[config.mk]
export PLATFORM = sky130hd
export DESIGN_NAME = shadow_restore_controller
export DESIGN_NICKNAME = d
export VERILOG_FILES = /design/src/rtl/shadow_restore_controller.sv
export SDC_FILE = /design/constraint.sdc
export NUM_CORES = 1
export LEC_CHECK = 0
export ABC_AREA = 1
export ABC_CLOCK_PERIOD_IN_PS = 2270
export CELL_PAD_IN_SITES_DETAIL_PLACEMENT = 0
export CELL_PAD_IN_SITES_GLOBAL_PLACEMENT = 2
export CORE_UTILIZATION = 22
export CTS_CLUSTER_DIAMETER = 200
export DETAILED_ROUTE_END_ITERATION = 10
export GPL_TIMING_DRIVEN = 1
export HOLD_SLACK_MARGIN = 0.15
export PLACE_DENSITY_LB_ADDON = 0.15
export SETUP_SLACK_MARGIN = 0.2
export SYNTH_ARGS = -nofsm -noshare
export SYNTH_HDL_FRONTEND = slang
export SYNTH_SLANG_ARGS = --single-unit
[constraint.sdc]
create_clock -name clk_i -period 2.27 [get_ports clk_i]
set_input_delay 0.454 -clock clk_i [delete_from_list [all_inputs] [get_ports clk_i]]
set_output_delay 0.454 -clock clk_i [all_outputs]
set_load 0.02 [all_outputs]
[src/rtl/shadow_restore_controller.sv]
// shadow_restore_controller
// Return path of the shadow-register mechanism. On an mret from a nested
// trap level it reads the saved frame back through a single read port,
// refills x1 and x3..xNUM_REGS, hands mepc/mcause to the CSR file,
// rebuilds sp as base + frame size and pops one nesting level.
//
// Frame layout (B = DATA_WIDTH/8 bytes per slot):
//   slot 0 = mepc, slot 1 = mcause, slot k+1 = xk (k = 1..NUM_REGS).
//   Slot 3 holds x2 and is never read; sp is recomputed instead.
//
// Handshakes:
//   restore_req_i is a one-cycle pulse accepted only while restore_ready_o=1.
//   mem_req_o/mem_addr_o stay stable until the cycle mem_gnt_i is high;
//   mem_rvalid_i for that request arrives strictly after the gnt cycle and
//   at most one request is outstanding. rvalid seen in IDLE or REQ is stale
//   and dropped.
//
// Optional feature: define SHADOW_RESTORE_ABORT_EN to add abort_i, which
// cancels a restore in REQ or RESP (pending rvalid is drained, no level pop).
//
// dbg_state_o exposes the FSM state encoding for checkers.

module shadow_restore_controller #(
  parameter int DATA_WIDTH  = 32,
  parameter int NUM_REGS    = 15,
  parameter int LEVEL_WIDTH = 5
) (
  input  logic                   clk_i,
  input  logic                   rst_i,
  input  logic                   restore_req_i,
  input  logic [DATA_WIDTH-1:0]  restore_sp_i,
  output logic                   restore_ready_o,
  input  logic [LEVEL_WIDTH-1:0] save_level_i,
  output logic                   level_dec_o,
  output logic                   restore_err_o,
  output logic                   stall_o,
  output logic                   mem_req_o,
  output logic [DATA_WIDTH-1:0]  mem_addr_o,
  input  logic                   mem_gnt_i,
  input  logic                   mem_rvalid_i,
  input  logic [DATA_WIDTH-1:0]  mem_rdata_i,
  output logic                   rf_we_o,
  output logic [4:0]             rf_waddr_o,
  output logic [DATA_WIDTH-1:0]  rf_wdata_o,
  output logic                   csr_restore_valid_o,
  output logic [DATA_WIDTH-1:0]  mepc_o,
  output logic [DATA_WIDTH-1:0]  mcause_o,
`ifdef SHADOW_RESTORE_ABORT_EN
  input  logic                   abort_i,
`endif
  output logic [2:0]             dbg_state_o
);

  localparam logic [DATA_WIDTH-1:0] SLOT_BYTES  = DATA_WIDTH'(DATA_WIDTH / 8);
  localparam logic [DATA_WIDTH-1:0] FRAME_BYTES = DATA_WIDTH'((NUM_REGS + 2) * (DATA_WIDTH / 8));
  localparam logic [5:0]            LAST_SLOT   = 6'(NUM_REGS + 1);

  typedef enum logic [2:0] {
    S_IDLE  = 3'd0,
    S_REQ   = 3'd1,
    S_RESP  = 3'd2,
    S_SP_WB = 3'd3,
    S_DONE  = 3'd4
  } state_t;

  state_t                  state_q, state_d;
  logic [5:0]              slot_q, slot_d;
  logic [DATA_WIDTH-1:0]   base_q, base_d;
  logic                    drain_q, drain_d;
  logic                    err_q, err_d;
  logic                    rf_we_q, rf_we_d;
  logic [4:0]              rf_waddr_q, rf_waddr_d;
  logic [DATA_WIDTH-1:0]   rf_wdata_q, rf_wdata_d;
  logic [DATA_WIDTH-1:0]   mepc_q, mepc_d;
  logic [DATA_WIDTH-1:0]   mcause_q, mcause_d;
  logic                    abort_w;

`ifdef SHADOW_RESTORE_ABORT_EN
  assign abort_w = abort_i;
`else
  assign abort_w = 1'b0;
`endif

  // State and datapath registers; reset leaves partial regfile writes alone.
  always_ff @(posedge clk_i) begin
    if (rst_i) begin
      state_q    <= S_IDLE;
      slot_q     <= '0;
      base_q     <= '0;
      drain_q    <= 1'b0;
      err_q      <= 1'b0;
      rf_we_q    <= 1'b0;
      rf_waddr_q <= '0;
      rf_wdata_q <= '0;
      mepc_q     <= '0;
      mcause_q   <= '0;
    end else begin
      state_q    <= state_d;
      slot_q     <= slot_d;
      base_q     <= base_d;
      drain_q    <= drain_d;
      err_q      <= err_d;
      rf_we_q    <= rf_we_d;
      rf_waddr_q <= rf_waddr_d;
      rf_wdata_q <= rf_wdata_d;
      mepc_q     <= mepc_d;
      mcause_q   <= mcause_d;
    end
  end

  // Next-state logic: sequence slots 0,1,2,4..LAST_SLOT, then sp write-back.
  always_comb begin
    state_d    = state_q;
    slot_d     = slot_q;
    base_d     = base_q;
    drain_d    = drain_q;
    err_d      = 1'b0;
    rf_we_d    = 1'b0;
    rf_waddr_d = '0;
    rf_wdata_d = '0;
    mepc_d     = mepc_q;
    mcause_d   = mcause_q;
    case (state_q)
      S_IDLE: begin
        drain_d = 1'b0;
        if (restore_req_i) begin
          if (save_level_i != '0) begin
            base_d  = restore_sp_i;
            slot_d  = '0;
            state_d = S_REQ;
          end else begin
            err_d = 1'b1;
          end
        end
      end
      S_REQ: begin
        if (abort_w)        state_d = S_IDLE;
        else if (mem_gnt_i) state_d = S_RESP;
      end
      S_RESP: begin
        if (abort_w) drain_d = 1'b1;
        if (mem_rvalid_i) begin
          if (abort_w || drain_q) begin
            // Cancelled: swallow the outstanding response and stop.
            drain_d = 1'b0;
            state_d = S_IDLE;
          end else begin
            if (slot_q == 6'd0) begin
              mepc_d = mem_rdata_i;
            end else if (slot_q == 6'd1) begin
              mcause_d = mem_rdata_i;
            end else begin
              rf_we_d    = 1'b1;
              rf_waddr_d = 5'(slot_q - 6'd1);
              rf_wdata_d = mem_rdata_i;
            end
            if (slot_q == LAST_SLOT) begin
              state_d = S_SP_WB;
            end else begin
              slot_d  = (slot_q == 6'd2) ? 6'd4 : slot_q + 6'd1;
              state_d = S_REQ;
            end
          end
        end
      end
      S_SP_WB: begin
        rf_we_d    = 1'b1;
        rf_waddr_d = 5'd2;
        rf_wdata_d = base_q + FRAME_BYTES;
        state_d    = S_DONE;
      end
      S_DONE: begin
        state_d = S_IDLE;
      end
      default: begin
        state_d = S_IDLE;
      end
    endcase
  end

  // Output decode: status from state, writes and CSR values from registers.
  always_comb begin
    restore_ready_o     = (state_q == S_IDLE);
    stall_o             = (state_q != S_IDLE);
    mem_req_o           = (state_q == S_REQ);
    mem_addr_o          = (state_q == S_REQ) ? base_q + (DATA_WIDTH'(slot_q) * SLOT_BYTES) : '0;
    level_dec_o         = (state_q == S_DONE);
    csr_restore_valid_o = (state_q == S_DONE);
    restore_err_o       = err_q;
    rf_we_o             = rf_we_q;
    rf_waddr_o          = rf_waddr_q;
    rf_wdata_o          = rf_wdata_q;
    mepc_o              = mepc_q;
    mcause_o            = mcause_q;
    dbg_state_o         = state_q;
  end

endmodule

After elaboration in Yosys (flattened, before gate mapping)
Cells that the tools add are included.
W data, S select, Z words.

operators by class
  bitwise operators = 4
  mux-type cells = 33
  $add $sub $neg = 4
  reduce and logical (&&, ||, !) cells = 12
  equality and inequality tests = 13

operators with widths
  operator                 count
  $mux W32                 5
  $pmux W32 S2             1
  $mux W6                  6
  $add A32 B7 Y32 const B  1
  $add A32 B8 Y32          1
  $mux W5                  4
  $mux W3                  4
  $pmux W3 S4              1
  $pmux W6 S2              1
  $pmux W5 S2              1
  $ne A2 B2 Y1 const B     4
  $reduce_and A4 Y1        2
  $add A6 B1 Y6 const B    1
  $eq A3 B2 Y1 const B     2
  $eq A6 B1 Y1 const B     1
  $eq A6 B2 Y1 const B     1
  $eq A6 B5 Y1 const B     1
  $logic_not A6 Y1         1
  $mux W1                  6
  $reduce_and A6 Y1        1
  $reduce_and A5 Y1        1
  $reduce_bool A5 Y1       1
  $sub A5 B1 Y5 const B    1
  $mux W2                  2
  other kinds (11)         16

storage, ports and cells
  flip-flop bits (word level) = 145
  logic and storage cells = 76

Depth between registers and ports, before layout
Gate-level depths: netlist of the first run.

  depth in word-level cells = 6
  depth in mapped cells = 11
  gate-level depth less buffers = 11

Worst setup path before layout of the first run
OpenSTA, ideal clock, no wires.

  path kind = register to output
  start point = register slot_q[0]
  end point = output mem_addr_o[18]
  slack = -0.228 ns
  arrival = 2.044 ns
  stages on the path, launching flop included = 11
  path buffers = 0
  cells stage by stage = dfxtp_1 ha_1 inv_1 fa_1 inv_1 nand3_1 nand2_1 nand2_1 o21ai_0 a21oi_1 nor3_1

on the way
  longest elaborated chain between the ends = 2

ends and longest elaborated chain
  item                      RTL line  source
  start: declaration        67        logic [5:0] slot_q, slot_d;
  start signal: assignment  99        slot_q <= slot_d;
  $add A32 B8 Y32           186       mem_addr_o = (state_q == S_REQ) ? base_q + (DATA_WIDTH'(slot_q) * SLOT_BYTES) : '0;
  $mux W32                  186
  end: declaration          38        output logic [DATA_WIDTH-1:0] mem_addr_o,

Every way passes these cells.

Worst setup path after layout of the first run
  start point = register base_q[2]
  end point = output mem_addr_o[10]

on the way
  longest elaborated chain between the ends = 2

ends and longest elaborated chain
  item                      RTL line  source
  start: declaration        68        logic [DATA_WIDTH-1:0] base_q, base_d;
  start signal: assignment  100       base_q <= base_d;
  $add A32 B8 Y32           186
  $mux W32                  186

Every way passes these cells.

==> results of run 1 <==
==> registers in the layout (all words and copies together), names as in the netlist <==
signal,count
restore_err_o,1
rf_we_o,1
mepc_o,32
rf_wdata_o,32
dbg_state_o,3
rf_waddr_o,5
base_q,32
mcause_o,32
slot_q,6
==> final timing paths <==
| kind | from | endpoint | slack, ns | cells past startpoint |
|---|---|---|---|---|
| min | mcause_o[2] | mcause_o[2] | 0.45 | 2 |
| min reg2reg | mcause_o[2] | mcause_o[2] | 0.45 | 2 |
| max | base_q[2] | mem_addr_o[10] | -0.41 | 12 |
| max reg2reg | slot_q[0] | rf_wdata_o[18] | 0.33 | 9 |
==> area by class of cell <==
cell class	instances	share of cell area (%)
multi-input cells	726	35.4
repair buffers	365	28.5
flip-flops and latches	144	24.1
well taps	402	4.16
clock buffers	17	3.52
inverters	105	3.30
clock inverters	14	1.03
diodes	1	0.0207
==> metal layers <==
layer | vias to the layer above | part of all wire (%) | routed length, um
met3 | 29 | 3.7 | 1170
met5 | - | 0 | 0
met4 | 0 | 2.0 | 617
met1 | 3600 | 45 | 14000
met2 | 162 | 49 | 15400
li1 | 4053 | - | -
==> critical path: stages, from the launching register on <==
cell	delay [ns]
dfxtp_2	0.36
ha_4	0.14
inv_2	0.03
fa_2	0.33
inv_2	0.07
nand3_2	0.08
nand2_4	0.11
nand2_2	0.07
o21ai_4	0.13
buf_6	0.17
o21ai_2	0.05
a21oi_2	0.11
buf_4	0.15
==> cell usage after synthesis (6+ instances only) <==
cell      number
xor2_1         7
o21ai_1       15
nor2_1       124
buf_4          6
nor3_1        46
nand2_1      180
ha_1          12
inv_1        101
a21oi_1      126
dfxtp_1      144
clkbuf_1      37
o21ai_0      106
nand3_1       71
==> kinds of logic after synthesis <==
logic type	after synthesis	synth area share [%]
XOR/XNOR	10	1.25
adder cells (fa/ha/maj)	13	2.42
AND/OR/NAND/NOR	445	27.7
buffers and inverters	156	8.80
AO/OA/AOI/OAI	258	18.8
flip-flops	144	41.0
==> where the power goes <==
group / switching [mW] / internal, mW
combinational: 0.969 / 0.749
clock: 1.32 / 1.44
sequential: 0.0965 / 2.64
total: 2.38 / 4.83
==> what timing repair did <==
item | in CTS | in global routing
endpoints found under the setup margin | 37 | 44
pin swaps | 26 | 24
hold buffers | 0 | 0
gates resized for setup | 222 | 87
setup buffers | 8 | 12
gates cloned | 0 | 0
==> results.yml, run 1 <==
power:
  powerDensity_nw_per_um2: 597
  finalPower_mw: 7.21
  ir_drop_uv: 529
  leakagePower_nw: 4.74
routing:
  wl_per_cell_um: 17.5
  vias_per_cell: 4.42
  wirelength_um: 31100
  ant_nets: 0
  drcViolationCount: 0
  drt_iter0_drc: 386
  dr.pass1.iters: 4
  vias: 7844
finish:
  syn_to_final_growth_pct: 72.0
  multiInputGateArea_sq_um: 4270
  final_net_count: 1446
  layout_common_cells: "clkdlybuf4s50_1 (177), nand2_1 (147), buf_4 (136), dfxtp_1 (126), a21oi_1 (105)"
  final_cells: 1774
  final_area_sq_um: 12100
  n_fill_cell: 3324
  seqCellArea_sq_um: 2920
  layout-drive-gt1-share_pct: 28.4
  final_core_util_pct: 38.4
  final_common_cell: "clkdlybuf4s50_1"
floorplan:
  start_util_pct: 22.3
  fp.dieW_um: 181
  die_h_um: 181
  core-area_sq_um: 31500
  rows: 65
  die_area_sq_um: 32600
  pin_count: 217
sta:
  skew_ns: 0.0141
  slew_viol_final: 0
  fmax_ghz: 0.373
  fin_hold_ws_ns: 0.445
  setup_ws_ns: -0.408
  rsz0062_at_grt: "yes"
  worst_slew_pin_slew_ns: 0.490
  period_share_pct: 118
  relSlewSlack_pct: 67.3
  setup_tns_ns: -7.86
  hold_viol_final: 0
  period_needed_ns: 2.68
  finalSetupViolations: 28
logic_synthesis:
  syn-cell-area_sq_um: 7020
  syn_inst: 1026
  synth_nets: 1113
  syn_avg_cell_area_sq_um: 6.85
  synth_edf_count: 0
  synth_top_area_share_pct: 41.0
  ys_warn_count: 0
  synth-seq-cells: 144
  synth.area.top_cells: "dfxtp_1 (41%), nand2_1 (9.6%), a21oi_1 (9.0%)"
  ys_seq_area_share_pct: 41.0
  ys_types: 38
  yosys.area.top_type: "dfxtp_1"
  ys_async_sr_fraction_pct: 0
  ys.flop_type: "dfxtp_1"
global_routing:
  grt_pass1_wl_um: 46800
  grt_start_max_net_pins: 77
  grt_use_met2_pct: 33.8
  grt-busiest-layer: "met2"
  grtUsageTotal_pct: 19.0
  use_met1_pct: 23.0
  met3_usage_pct: 3.54
  grt_pass1_vias: 7805
  grt_remaining_overflow: 0
  antenna_found_initial: 1
critical_path:
  crit_path_start_kind: "register"
  crit_required_ns: 1.82
  arrival_ns: 2.22
  cp-end-kind: "output port"
  cp_max_fo: 5
  crit_type: "register to output port"
status:
  status: "finished with violations"
  violations: "setup timing"
clock_network:
  clk_pin_slew_ns: 0.08
  clockRootBuffer: "clkbuf_16"
  cts_tree: "built"
  clock_latency_ns: 0.43
  cts.sinks: 144
  h-tree-depth: 4
  cts_buffer_depth: 2
  cts_buffers: 17
placed_design:
  dp_hpwl_um: 23300
  dp_cells: 1722
  gp_congestion: 0.845
  io_buffers: 216
  post-place-ws_ns: -0.549
  place_area_sq_um: 10600
flow_run:
  drv_cap: 0
hold_path:
  min_path_type: "register to register"
No activity file was read; power rests on OpenSTA's default activity.
==> run 2: changes to the inputs <==
Settings changed: GPL_TIMING_DRIVEN 1 to 0.
==> run 2 against run 1 <==
Against the previous run:
- the flow still finishes with violations (setup timing)
- wire length rose by 5.7%
- combinational power decreased by 5%
- sequential power is 1% higher
- first-iteration DRC count is 13% higher
- design area decreased by 1.9%
- total power is 3.2% higher
- sequential share of layout area grew 0.79 points
- largest cell class unchanged
==> results.yml, run 2 (same netlist as run 1, synthesis figures left out) <==
global_routing:
  grt_start_max_net_pins: 17
  use_met1_pct: 26.6
  grt_remaining_overflow: 0
  grt_pass1_wl_um: 49600
  grt_use_met2_pct: 34.8
  grtUsageTotal_pct: 20.3
  antenna_found_initial: 0
  grt_pass1_vias: 7858
  grt-busiest-layer: "met2"
  met3_usage_pct: 2.89
placed_design:
  place_area_sq_um: 9770
  gp_congestion: 0.800
  dp_hpwl_um: 24900
  dp_cells: 1643
  io_buffers: 215
routing:
  dr.pass1.iters: 5
  ant_nets: 0
  drcViolationCount: 0
  vias_per_cell: 4.63
  wl_per_cell_um: 19.0
  drt_iter0_drc: 438
  wirelength_um: 32900
  vias: 7995
critical_path:
  rr_worst_depth: 8
  cp_max_fo: 6
  crit_required_ns: 1.82
  crit_type: "register to output port"
  crit_path_start_kind: "register"
  arrival_ns: 2.26
  cp-end-kind: "output port"
sta:
  relSlewSlack_pct: 53.4
  setup_ws_ns: -0.447
  hold_viol_final: 0
  period_share_pct: 120
  slew_viol_final: 0
  skew_ns: 0.0152
  worst_slew_pin_slew_ns: 0.699
  period_needed_ns: 2.72
  fmax_ghz: 0.368
  finalSetupViolations: 28
  rsz0062_at_grt: "yes"
clock_network:
  cts.sinks: 144
  cts_buffers: 17
  cts_hold_buf: 0
  clock_latency_ns: 0.43
  h-tree-depth: 4
  clk_pin_slew_ns: 0.07
  cts_buffer_depth: 2
  clockRootBuffer: "clkbuf_16"
  cts_tree: "built"
power:
  seqPwrFrac_pct: 37.4
  p_comb_share_pct: 21.9
  ir_drop_uv: 488
  clkPwrFrac_pct: 40.7
  leakagePower_nw: 4.50
  powerDensity_nw_per_um2: 628
  switching_share_pct: 33.2
  power_switching_mw: 2.47
  p_int_mw: 4.98
floorplan:
  rows: 65
  pin_count: 217
  core-area_sq_um: 31500
  die_area_sq_um: 32600
  fp.dieW_um: 181
  die_h_um: 181
  start_util_pct: 22.3
finish:
  layout-drive-gt1-share_pct: 26.8
  n_fill_cell: 3364
  syn_to_final_growth_pct: 68.7
  seqCellArea_sq_um: 2950
  final_cells: 1726
  layout_common_cells: "clkdlybuf4s50_1 (178), nand2_1 (140), dfxtp_1 (115), a21oi_1 (104)"
  multiInputGateArea_sq_um: 4480
  num_antenna_cells: 0
  final_common_cell: "clkdlybuf4s50_1"
  final_net_count: 1398
  final_area_sq_um: 11800
status:
  violations: "setup timing"
  status: "finished with violations"
flow_run:
  drv_cap: 0
hold_path:
  min_path_type: "register to register"
  worstHoldPathCells: 2
==> run 2: changes by cell type in the layout (fill, tap and decap cells not counted), sizes merged, moves of 2 or more <==
cell	change
clkinvlp	-3
clkbuf	+38
buf	-87
dlygate4sd2	+2
clkinv	+3
bufinv	+2
==> run 2: metal layers <==
metal / up-vias / part of all wire, %
met1: 3796 / 46
li1: 3960 / -
met4: 0 / 1.5
met2: 211 / 49
met5: - / 0
met3: 28 / 3.9
==> run 2: worst paths after layout <==
kind | endpoint | slack, ns | start
max | mem_addr_o[24] | -0.45 | slot_q[0]
min | mcause_o[4] | 0.45 | mcause_o[4]
max reg2reg | base_q[23] | 0.31 | dbg_state_o[2]
min reg2reg | mcause_o[4] | 0.45 | mcause_o[4]
==> run 2: through the flow <==
stage	util (%)	setup TNS, ns	hold slack [ns]	power, mW	setup WS (ns)
6_report	37.6	-8.07	0.447	7.44	-0.447
4_1_cts	36.1	-8.01	0.447	7.44	-0.488
5_1_grt	37.6	-10.63	0.466	7.78	-0.557
2_1_floorplan	-	0	0.445	3.49	0.118
3_3_place_gp	31.0	-26.10	0.435	4.14	-1.10
3_5_place_dp	31.0	-26.57	0.436	4.13	-1.11
==> run 2: repair_timing <==
| item | CTS | global route |
|---|---|---|
| setup buffers | 35 | 16 |
| gates resized for setup | 395 | 107 |
| pin swaps | 38 | 38 |
| endpoints found under the setup margin | 52 | 123 |
==> run 2: cell type report <==
type | instances | share of cell area (%)
timing repair buffer | 266 | 21.9
clock inverter | 15 | 1.58
buffer | 51 | 2.54
multi-input combinational | 726 | 37.8
sequential | 144 | 24.9
tap | 402 | 4.24
clock buffer | 17 | 3.59
inverter | 105 | 3.43
==> run 2: power by group through the flow <==
stage	Combinational [mW]	Sequential (mW)	Clock, mW
floorplan	0.663	2.82	0
global placement	1.32	2.82	0
detailed placement	1.31	2.82	0
CTS	1.56	2.77	3.11
global route	1.76	2.80	3.22
finish	1.63	2.78	3.03
==> run 2: critical path: stages, from the launching register on <==
cell     delay, ns
dfxtp_4       0.37
ha_4          0.14
inv_2         0.04
fa_2          0.35
inv_4         0.09
nand3_4       0.09
nand2_8       0.10
nand3_4       0.09
nand2_8       0.11
nand2_4       0.05
xor2_2        0.15
nor2_2        0.12
buf_6         0.13
==> run 3: changes to the inputs <==
Settings changed: SKIP_CTS_REPAIR_TIMING set to 1.
==> run 3 against run 2 <==
Against the previous run:
- the run still ends with setup timing left
- global-route usage decreased by 0.66 points
- design area decreased by 7.6%
- critical path type unchanged
- worst hold slack got worse by 0.0013 ns
- flip-flop and latch count unchanged
- sequential share of layout area increased by 1.7 points
- clock skew decreased by 0.00072 ns
==> results.yml, run 3 (same netlist as run 1, synthesis figures left out) <==
critical_path:
  cp-end-kind: "output port"
  cp_max_fo: 6
  crit_required_ns: 1.82
  crit_type: "register to output port"
  critPathTopFamily: "adder cells"
  cpMostUsedCell: "inv_2"
  path_buf_inv: 3
  arrival_ns: 2.35
  worstPathCellList: "ha_4, inv_2, fa_2, inv_2, nand3_2, nand2_4, nand2_1, o21ai_4, a21oi_2, nor3_2, buf_4"
  crit_path_start_kind: "register"
  crit_slowest_cell: "dfxtp_4"
  crit_path_max_incr_delay_ns: 0.40
power:
  ir_drop_uv: 497
  p_int_mw: 4.87
  clkPwrFrac_pct: 41.8
  seqPwrFrac_pct: 38.4
  switching_share_pct: 32.6
  finalPower_mw: 7.23
  leakagePower_nw: 4.12
  power_switching_mw: 2.35
  powerDensity_nw_per_um2: 660
  p_comb_share_pct: 19.8
floorplan:
  die_h_um: 181
  fp.dieW_um: 181
  die_area_sq_um: 32600
  rows: 65
  pin_count: 217
  core-area_sq_um: 31500
  start_util_pct: 22.3
placed_design:
  gp_congestion: 0.800
  dp_hpwl_um: 24900
  io_buffers: 215
  post-place-ws_ns: -1.11
  place_area_sq_um: 9770
global_routing:
  grt_start_max_net_pins: 17
  antenna_found_initial: 0
  grt_pass1_wl_um: 48000
  grtUsageTotal_pct: 19.6
  grt_pass1_vias: 7507
  grt_remaining_overflow: 0
sta:
  skew_ns: 0.0145
  worst_slew_pin_slew_ns: 0.667
  period_share_pct: 123
  finalSetupViolations: 29
  fmax_ghz: 0.357
  hold_viol_final: 0
  period_needed_ns: 2.80
  setup_ws_ns: -0.532
  slew_viol_final: 0
  fin_hold_ws_ns: 0.445
  relSlewSlack_pct: 55.5
  rsz0062_at_grt: "yes"
clock_network:
  cts_tree: "built"
  cts_buffer_depth: 2
  clockRootBuffer: "clkbuf_16"
  clock_latency_ns: 0.43
  cts_buffers: 17
  h-tree-depth: 4
  cts.sinks: 144
  clk_pin_slew_ns: 0.07
finish:
  layout_common_cells: "clkdlybuf4s50_1 (178), nand2_1 (162), dfxtp_1 (124), a21oi_1 (117), o21ai_0 (100)"
  final_net_count: 1361
  syn_to_final_growth_pct: 55.9
  final_common_cell: "clkdlybuf4s50_1"
  final_area_sq_um: 11000
  num_antenna_cells: 0
  final_core_util_pct: 34.8
  layout-drive-gt1-share_pct: 18.4
flow_run:
  drv_cap: 0
status:
  status: "finished with violations"
  violations: "setup timing"
routing:
  vias: 7634
  ant_nets: 0
  drcViolationCount: 0
  wl_per_cell_um: 18.9
  wirelength_um: 31800
  dr.pass1.iters: 5
  vias_per_cell: 4.52
  drt_iter0_drc: 359
hold_path:
  min_path_type: "register to register"
-- run 3: through the flow --
| step | std cells | TNS [ns] |
|---|---|---|
| 2_1_floorplan | 1026 | 0 |
| 3_3_place_gp | 1643 | -26.10 |
| 3_5_place_dp | 1643 | -26.57 |
| 4_1_cts | 1675 | -38.46 |
| 5_1_grt | 1689 | -12.38 |
| 6_report | 1689 | -9.02 |
-- run 3: metal layers --
metal	share of wire (%)	track usage (%)	vias to the layer above
met3	3.0	2.75	23
li1	-	-	3890
met1	47	26.0	3556
met4	1.4	4.44	0
met2	48	33.4	165
met5	0	0	-
-- run 3: power by group through the flow --
stage / registers, mW / clock network, mW / logic (mW)
after floorplan: 2.82 / 0 / 0.663
after global placement: 2.82 / 0 / 1.32
after detailed placement: 2.82 / 0 / 1.31
after CTS: 2.76 / 3.11 / 1.32
after global routing: 2.79 / 3.22 / 1.57
final: 2.77 / 3.02 / 1.43
-- run 3: worst min-delay path: cells and delay by family (launching register included) --
kind,cells,cell delay [ns]
AOI/OAI and AO/OA,1,0.05
buffers and inverters,1,0.05
DFF,1,0.31
-- run 3: final cells by class --
cell class / count / area [sq um]
Clock inverter: 15 / 188
Fill cell: 3431 / 20500
Timing Repair Buffer: 229 / 2230
Clock buffer: 17 / 425
Inverter: 105 / 398
Sequential cell: 144 / 2920
Tap cell: 402 / 503
Buffer: 51 / 277
Multi-Input combinational cell: 726 / 4010
-- run 3: final timing paths --
kind                         end  cells past startpoint            from  slack, ns
setup / recovery  mem_addr_o[18]                     11       slot_q[0]      -0.53
hold / removal       mcause_o[3]                      2     mcause_o[3]       0.45
setup reg to reg      base_q[23]                      7  dbg_state_o[2]       0.34
hold reg to reg      mcause_o[3]                      2     mcause_o[3]       0.45
